`src/rtl/alu_seq.sv`:
```
// Multi-cycle MIPS-style ALU: single-cycle logic/arith/shift ops plus iterative
// unsigned multiply (shift-add) and divide (restoring), behind valid/ready handshakes.
module alu_seq #(
    parameter int N = 16
) (
    input  logic         clk,
    input  logic         rst,
    input  logic         in_valid,
    output logic         in_ready,
    input  logic [3:0]   alu_control,
    input  logic [N-1:0] A,
    input  logic [N-1:0] B,
    output logic         out_valid,
    input  logic         out_ready,
    output logic [N-1:0] alu_result,
    output logic [N-1:0] hi,
    output logic         zero,
    output logic         div0,
    output logic         illegal
);

    localparam int SHW = $clog2(N);
    localparam logic [SHW-1:0] LAST = SHW'(N - 1);

    typedef enum logic [1:0] {IDLE, BUSY, DONE} state_t;

    typedef enum logic [3:0] {
        OP_AND  = 4'd0,  OP_OR   = 4'd1,  OP_ADD  = 4'd2,  OP_NOR  = 4'd3,
        OP_XOR  = 4'd4,  OP_DIVU = 4'd5,  OP_SUB  = 4'd6,  OP_SLT  = 4'd7,
        OP_MULU = 4'd9,  OP_SLL  = 4'd10, OP_SRL  = 4'd13, OP_SLTU = 4'd14,
        OP_SRA  = 4'd15
    } op_t;

    state_t         state, state_nxt;
    logic [SHW-1:0] cnt;
    logic           op_is_mul;
    logic [N-1:0]   opnd;     // multiplicand for MULU, divisor for DIVU
    logic [N-1:0]   hi_acc;   // partial product high half / partial remainder
    logic [N-1:0]   lo_acc;   // multiplier bits / dividend-quotient bits

    logic           accept;
    logic           is_multi;
    logic [N-1:0]   sc_result;
    logic [N-1:0]   sc_hi;
    logic           sc_div0;
    logic           sc_illegal;

    logic [N:0]     mul_sum;
    logic [N:0]     div_shift;
    logic [N:0]     div_trial;
    logic [N-1:0]   hi_nxt;
    logic [N-1:0]   lo_nxt;

    assign in_ready  = (state == IDLE) && !rst;
    assign out_valid = (state == DONE);
    assign accept    = in_valid && in_ready;

    // NOTE: every variable driven in an always_comb gets a default first, so no path leaves it unassigned and no latch is inferred.
    always_comb begin
        sc_result  = '0;
        sc_hi      = '0;
        sc_div0    = 1'b0;
        sc_illegal = 1'b0;
        is_multi   = 1'b0;
        case (alu_control)
            OP_AND:  sc_result = A & B;
            OP_OR:   sc_result = A | B;
            OP_ADD:  sc_result = A + B;
            OP_NOR:  sc_result = ~(A | B);
            OP_XOR:  sc_result = A ^ B;
            OP_SUB:  sc_result = A - B;
            OP_SLT:  sc_result = {{(N-1){1'b0}}, ($signed(A) < $signed(B))};
            OP_SLTU: sc_result = {{(N-1){1'b0}}, (A < B)};
            OP_SLL:  sc_result = A << B[SHW-1:0];
            OP_SRL:  sc_result = A >> B[SHW-1:0];
            OP_SRA:  sc_result = $signed(A) >>> B[SHW-1:0];
            OP_MULU: is_multi  = 1'b1;
            OP_DIVU: begin
                // Divide by zero short-circuits the iteration entirely.
                if (B == '0) begin
                    sc_result = '1;
                    sc_hi     = A;
                    sc_div0   = 1'b1;
                end else begin
                    is_multi  = 1'b1;
                end
            end
            default: sc_illegal = 1'b1;
        endcase
    end

    // One iteration step of either the shift-add multiply or the restoring divide.
    assign mul_sum   = {1'b0, hi_acc} + (lo_acc[0] ? {1'b0, opnd} : '0);
    assign div_shift = {hi_acc, lo_acc[N-1]};
    assign div_trial = div_shift - {1'b0, opnd};

    always_comb begin
        hi_nxt = '0;
        lo_nxt = '0;
        if (op_is_mul) begin
            hi_nxt = mul_sum[N:1];
            lo_nxt = {mul_sum[0], lo_acc[N-1:1]};
        end else if (div_trial[N]) begin
            hi_nxt = div_shift[N-1:0];
            lo_nxt = {lo_acc[N-2:0], 1'b0};
        end else begin
            hi_nxt = div_trial[N-1:0];
            lo_nxt = {lo_acc[N-2:0], 1'b1};
        end
    end

    always_comb begin
        state_nxt = state;
        case (state)
            IDLE:    if (accept) state_nxt = is_multi ? BUSY : DONE;
            BUSY:    if (cnt == LAST) state_nxt = DONE;
            DONE:    if (out_ready) state_nxt = IDLE;
            default: state_nxt = IDLE;
        endcase
    end

    // NOTE: sequential state uses non-blocking assignments so every register samples pre-edge values regardless of statement order.
    always_ff @(posedge clk or posedge rst) begin
        if (rst) state <= IDLE;
        else     state <= state_nxt;
    end

    always_ff @(posedge clk or posedge rst) begin
        if (rst) begin
            cnt        <= '0;
            op_is_mul  <= 1'b0;
            opnd       <= '0;
            hi_acc     <= '0;
            lo_acc     <= '0;
            alu_result <= '0;
            hi         <= '0;
            zero       <= 1'b0;
            div0       <= 1'b0;
            illegal    <= 1'b0;
        end else begin
            case (state)
                IDLE: begin
                    if (accept) begin
                        cnt       <= '0;
                        op_is_mul <= (alu_control == OP_MULU);
                        opnd      <= (alu_control == OP_MULU) ? A : B;
                        hi_acc    <= '0;
                        lo_acc    <= (alu_control == OP_MULU) ? B : A;
                        if (!is_multi) begin
                            alu_result <= sc_result;
                            hi         <= sc_hi;
                            zero       <= (sc_result == '0);
                            div0       <= sc_div0;
                            illegal    <= sc_illegal;
                        end
                    end
                end
                BUSY: begin
                    cnt    <= cnt + 1'b1;
                    hi_acc <= hi_nxt;
                    lo_acc <= lo_nxt;
                    if (cnt == LAST) begin
                        alu_result <= lo_nxt;
                        hi         <= hi_nxt;
                        zero       <= (lo_nxt == '0);
                        div0       <= 1'b0;
                        illegal    <= 1'b0;
                    end
                end
                default: ;
            endcase
        end
    end

endmodule
```
`config.mk`:
```
export PLATFORM = sky130hd
export DESIGN_NAME = alu_seq
export DESIGN_NICKNAME = d
export VERILOG_FILES = /design/src/rtl/alu_seq.sv
export SDC_FILE = /design/constraint.sdc
export NUM_CORES = 1
export LEC_CHECK = 0
export CELL_PAD_IN_SITES_DETAIL_PLACEMENT = 1
export CELL_PAD_IN_SITES_GLOBAL_PLACEMENT = 1
export CORE_MARGIN = 1
export CORE_UTILIZATION = 41
export DETAILED_ROUTE_END_ITERATION = 8
export PLACE_DENSITY_LB_ADDON = 0.1
export SYNTH_ARGS = -nofsm -noshare
export SYNTH_HDL_FRONTEND = slang
export SYNTH_SLANG_ARGS = --single-unit
```
`constraint.sdc`:
```
create_clock -name clk -period 3 [get_ports clk]
set_input_delay 0.6 -clock clk [delete_from_list [all_inputs] [get_ports clk]]
set_output_delay 0.6 -clock clk [all_outputs]
set_load 0.005 [all_outputs]
```
# Word-level counts from Yosys, hierarchy flattened
# Cells that the tools add are included.
dict set report totals {
  inputBits 40
  regBits 90
  wordCells 104
}
dict set report op_classes {
  bitwise_logic 4
  n_reduce_logical 14
  n_mux 46
  n_eq_ne 19
  magnitude_cmp 2
  n_shift 3
  n_addsub 5
}
# operator n
set op_table {}
lappend op_table {{$mux W16} 17}
lappend op_table {{$pmux W16 S12} 1}
lappend op_table {{$pmux W16 S2} 4}
lappend op_table {{$logic_not A16 Y1} 3}
lappend op_table {{$lt A16 B16 Y1} 2}
lappend op_table {{$eq A4 B4 Y1 const B} 6}
lappend op_table {{$add A16 B16 Y17} 1}
lappend op_table {{$sub A17 B16 Y17} 1}
lappend op_table {{$add A16 B16 Y16} 1}
lappend op_table {{$and A16 B16 Y16} 1}
lappend op_table {{$eq A4 B3 Y1 const B} 4}
lappend op_table {{$not A16 Y16} 1}
lappend op_table {{$or A16 B16 Y16} 1}
lappend op_table {{$shl A16 B4 Y16} 1}
lappend op_table {{$shr A16 B4 Y16} 1}
lappend op_table {{$sshr A16 B4 Y16} 1}
lappend op_table {{$sub A16 B16 Y16} 1}
lappend op_table {{$xor A16 B16 Y16} 1}
lappend op_table {{$mux W1} 13}
lappend op_table {{$reduce_or A13 Y1} 1}
lappend op_table {{$eq A4 B2 Y1 const B} 2}
lappend op_table {{$mux W2} 4}
lappend op_table {{$pmux W1 S2} 4}
lappend op_table {{$pmux W4 S2} 1}
lappend op_table {{other kinds (16)} 20}

# Longest topological paths before layout
dict set report logic_depth {
  ltp_word 7
  ltp_mapped 16
  ltp_nobuf 13
}

# Least setup slack after synthesis
# Ideal clock, no wire load.
dict set report synth_timing {
  kind {in2reg}
  startpoint {input port B[2]}
  endpoint {register zero}
  setup_ns 0.092
  t_required_ns 2.908
  setup_slack_ns -1.242
  t_arrival_ns 4.150
  stages 15
  n_path_buf 4
  cell_sequence {buf_6 > buf_6 > inv_1 > clkbuf_1 > ha_1 > clkbuf_1 > o21a_1 > a2111oi_0 > o21bai_1 > a21oi_1 > a211oi_1 > or4_1 > o41a_1 > or4_4 > o31ai_2}
}
dict set report synth_via {
  elab_chain_len 7
  word_cells_on_any_way 22
  cone_classes {2 x add/sub; 2 x order compare; 1 x eq/ne; 3 x shift; 7 x mux; 4 x bitwise; 3 x reduce/logical}
}
# item line
set synth_lines {}
lappend synth_lines {{start: declaration} 12} ;# input logic [N-1:0] B,
lappend synth_lines {{branches (longest 7 deep; another with $sub A16 B16 Y16)} n/a}
lappend synth_lines {{end signal: assignment} 152} ;# zero <= (sc_result == '0);
lappend synth_lines {{end signal: assignment} 165} ;# zero <= (lo_nxt == '0);
lappend synth_lines {{end: declaration} 17} ;# output logic zero,
# Parallel ways; which one is timed is not known. The select of a mux whose other input is x is not followed.
# A chain may end at the register's enable or synchronous reset.

# Worst setup path in the final report
dict set report layout_timing {
  startpoint {input port B[0]}
  endpoint {register zero}
}
# The elaborated chain is that of the path after synthesis.

==> results.cfg <==
[sta]
worst_pin_slew_ns = 1.14
setup_slack_ns = -0.385
relSlewSlack = 0.232
grt_setup_unrepaired = yes
finalClockSkew_ns = 0.0214
slew_viol_final = 0
finalHoldViolCount = 0
setup_viol = 25
fmax_ghz = 0.295
finalCriticalPeriod_ns = 3.38
holdWs_ns = 0.493
tns_ns = -2.26
fin_crit_sh = 1.13

[cts]
cts_root_buf = clkbuf_16
htree_levels = 3
cts.clk_slew.worst_paths_ns = 0.08
cts_buffer_depth = 2
numCtsBuffers = 9
cts_tree = yes
clkLatencyLatePin_ns = 0.37
clock_sinks = 90

[floorplan]
die_h_um = 164
initial_core_util = 0.421
core-area_sq_um = 25400
rows = 58
die_area_sq_um = 26700
pin_count = 77
dieWidth_um = 164

[grt]
grt_start_max_net_pins = 67
grt_overflow = 0
grt_pass1_wl_mm = 78.3
grt_pass1_vias = 13500
globalRouteTotalUtil = 0.392
antenna_found_initial = 1

[yosys]
syn_nets = 1507
synth.avg_cell_area_sq_um = 7.77
syn_area_sq_um = 10700
ys_async_sr_fraction = 1.00
synth_edf_count = 0
syn_inst = 1377
synth-seq-cells = 90
synth_largest_area_cell = dfrtp_1
synth_ff_type = dfrtp_1
synth.distinct_cells = 82
seq_area_frac_synth = 0.211
synth_top_area_share = 0.211
synthTopCellsByArea = dfrtp_1 21%, ha_1 10%, nand2_1 5.4%
yosysWarnings = 0

[critical_path]
cp-start-kind = input port
worst-path-max-fanout = 11
worstSetupPathType = in2reg
end_kind = flip-flop
crit_required_ns = 3.28
crit_arrival_ns = 3.66

[place]
portBuffers = 76
routabilityCongestion = 0.987
dpl.hpwl_mm = 41.4
postPlaceCellArea_sq_um = 14500

[route]
drcViolationCount = 0
final_antenna_net_count = 0
drt_iter0_markers = 1028
num_vias = 13400
wl_per_cell_um = 26.5
vias_per_cell = 6.28
totalWireLength_mm = 56.4
first_pass_iters = 6

[status]
violations = setup timing
status = finished with violations

[hold_path]
min_path_type = reg2reg

[cells_and_area]
nets = 1928
area_delta_synth_final_pct = 51.5
drive_gt1_frac = 0.377
final_area_sq_um = 16200
n_antenna_cell = 0

[job]
drv_cap = 0

[pwr]
power_density_nw_per_um2 = 666
p_leak_uw = 0.00729
max-vdd-ir-drop_uv = 974
-- power breakdown --
part	switching, uW	total (uW)	leakage [uW]	internal (uW)
registers	343	1980	0.00112	1640
logic	3860	7570	0.00603	3710
clock network	582	1240	0.000140	656
total	4780	10800	0.00729	6010
-- registers in the layout, indices dropped and copies added (netlist names) --
signal      flops
lo_acc         16
zero            1
hi             16
hi_acc         16
alu_result     16
op_is_mul       1
illegal         1
opnd           16
state           2
cnt             4
div0            1
-- critical path: stages --
cell	delay [ns]
buf_12	0.10
buf_12	0.14
buf_12	0.13
buf_4	0.16
mux2i_1	0.33
buf_4	0.17
o31a_1	0.22
a32oi_4	0.11
a2111oi_4	0.45
buf_4	0.18
and4_1	0.17
nand4_1	0.13
or4_4	0.58
o31ai_4	0.17
-- through the flow --
| stage | total power, uW | cells | utilization | worst slack [ns] |
|---|---|---|---|---|
| after floorplan | 5190 | 1377 | - | -0.582 |
| after global placement | 7620 | 2063 | 0.569 | -1.50 |
| after detailed placement | 7890 | 2063 | 0.569 | -1.50 |
| after CTS | 9960 | 2104 | 0.606 | -0.320 |
| after global routing | 11300 | 2132 | 0.638 | -0.429 |
| final | 10800 | 2132 | 0.638 | -0.385 |
-- layer usage --
metal / GRT usage / up-vias / part of all wire
met5: 0 / - / 0.00014
met4: 0.216 / 2 / 0.067
met3: 0.0617 / 240 / 0.063
met2: 0.679 / 613 / 0.48
met1: 0.461 / 6652 / 0.39
li1: - / 5888 / -
-- cells in the mapped netlist (all sizes together) (6+ instances only) --
cell type  count
o21a          12
clkbuf        69
o221ai        17
o2111ai        7
nor2         124
a21o          26
nand4         12
nor3          36
nor4           7
mux2i         49
a22oi         20
o21ai        108
nand3         23
nand2b        14
a21oi        101
nand3b         7
a221o          7
ha            86
mux4          19
or2           11
o31a           6
nand2        155
buf           31
xor2           9
a211oi        19
nor2b         14
and2          20
and3          13
xnor2         27
o211ai        20
o22ai          8
dfrtp         90
a2111oi        7
o31ai          8
a31oi         26
mux2          18
a22o           6
inv           69
-- what timing repair did --
item	4_1_cts	5_1_grt
pin swaps	64	61
hold buffers	0	0
cloned	1	0
setup endpoints to repair	52	50
resized for setup	188	142
hold endpoints to repair	0	0
setup buffers	25	31
-- layout by cell type (no fill, tap or decap), drive strengths merged, types with 12 or more instances in the layout --
cell,n
xnor2,27
nand2,155
ha,86
nand4,12
a22oi,20
clkdlybuf4s50,42
buf,451
nor2b,14
and2,20
nor3,36
nand2b,14
mux4,19
o21a,12
nor2,124
mux2,18
a21oi,101
a31oi,26
and3,13
dfrtp,90
a211oi,19
o221ai,17
o211ai,20
a21o,26
o21ai,108
inv,72
mux2i,49
nand3,23
-- logic make-up (layout without fill, tap and decap cells) --
family,Yosys count,in the layout,share of synthesized area
xor gates and xnor gates,36,36,0.0295
AOI/OAI and AO/OA,442,442,0.271
and+or+nand+nor,464,464,0.207
buffers and inverters,169,594,0.0681
DFF,90,90,0.211
muxes,86,86,0.106
adders and majority gates,90,90,0.108
-- final cells by class --
cell class,count,area [sq um]
Timing Repair Buffer,510,4250
Multi-Input combinational cell,1118,8710
Clock buffer,9,225
Tap cell,330,413
Clock inverter,6,73.8
Inverter,69,279
Sequential cell,90,2250
Fill cell,3072,9200
-- final timing paths --
| kind | from | end | slack (ns) | cells after the start |
|---|---|---|---|---|
| worst max register to register | lo_acc[15]$_DFFE_PP0P_ | zero$_DFFE_PP0P_ | -0.15 | 15 |
| max in group asynchronous | rst | hi[6]$_DFFE_PP0P_ | 1.64 | 4 |
| worst min register to register | cnt[3]$_DFFE_PP0P_ | cnt[3]$_DFFE_PP0P_ | 0.49 | 1 |
| min in group asynchronous | rst | cnt[1]$_DFFE_PP0P_ | 0.73 | 3 |
| worst max-delay path | B[0] | zero$_DFFE_PP0P_ | -0.38 | 14 |
| worst min-delay path | cnt[3]$_DFFE_PP0P_ | cnt[3]$_DFFE_PP0P_ | 0.49 | 1 |
Note: power is estimated with default switching activity, not from simulation.
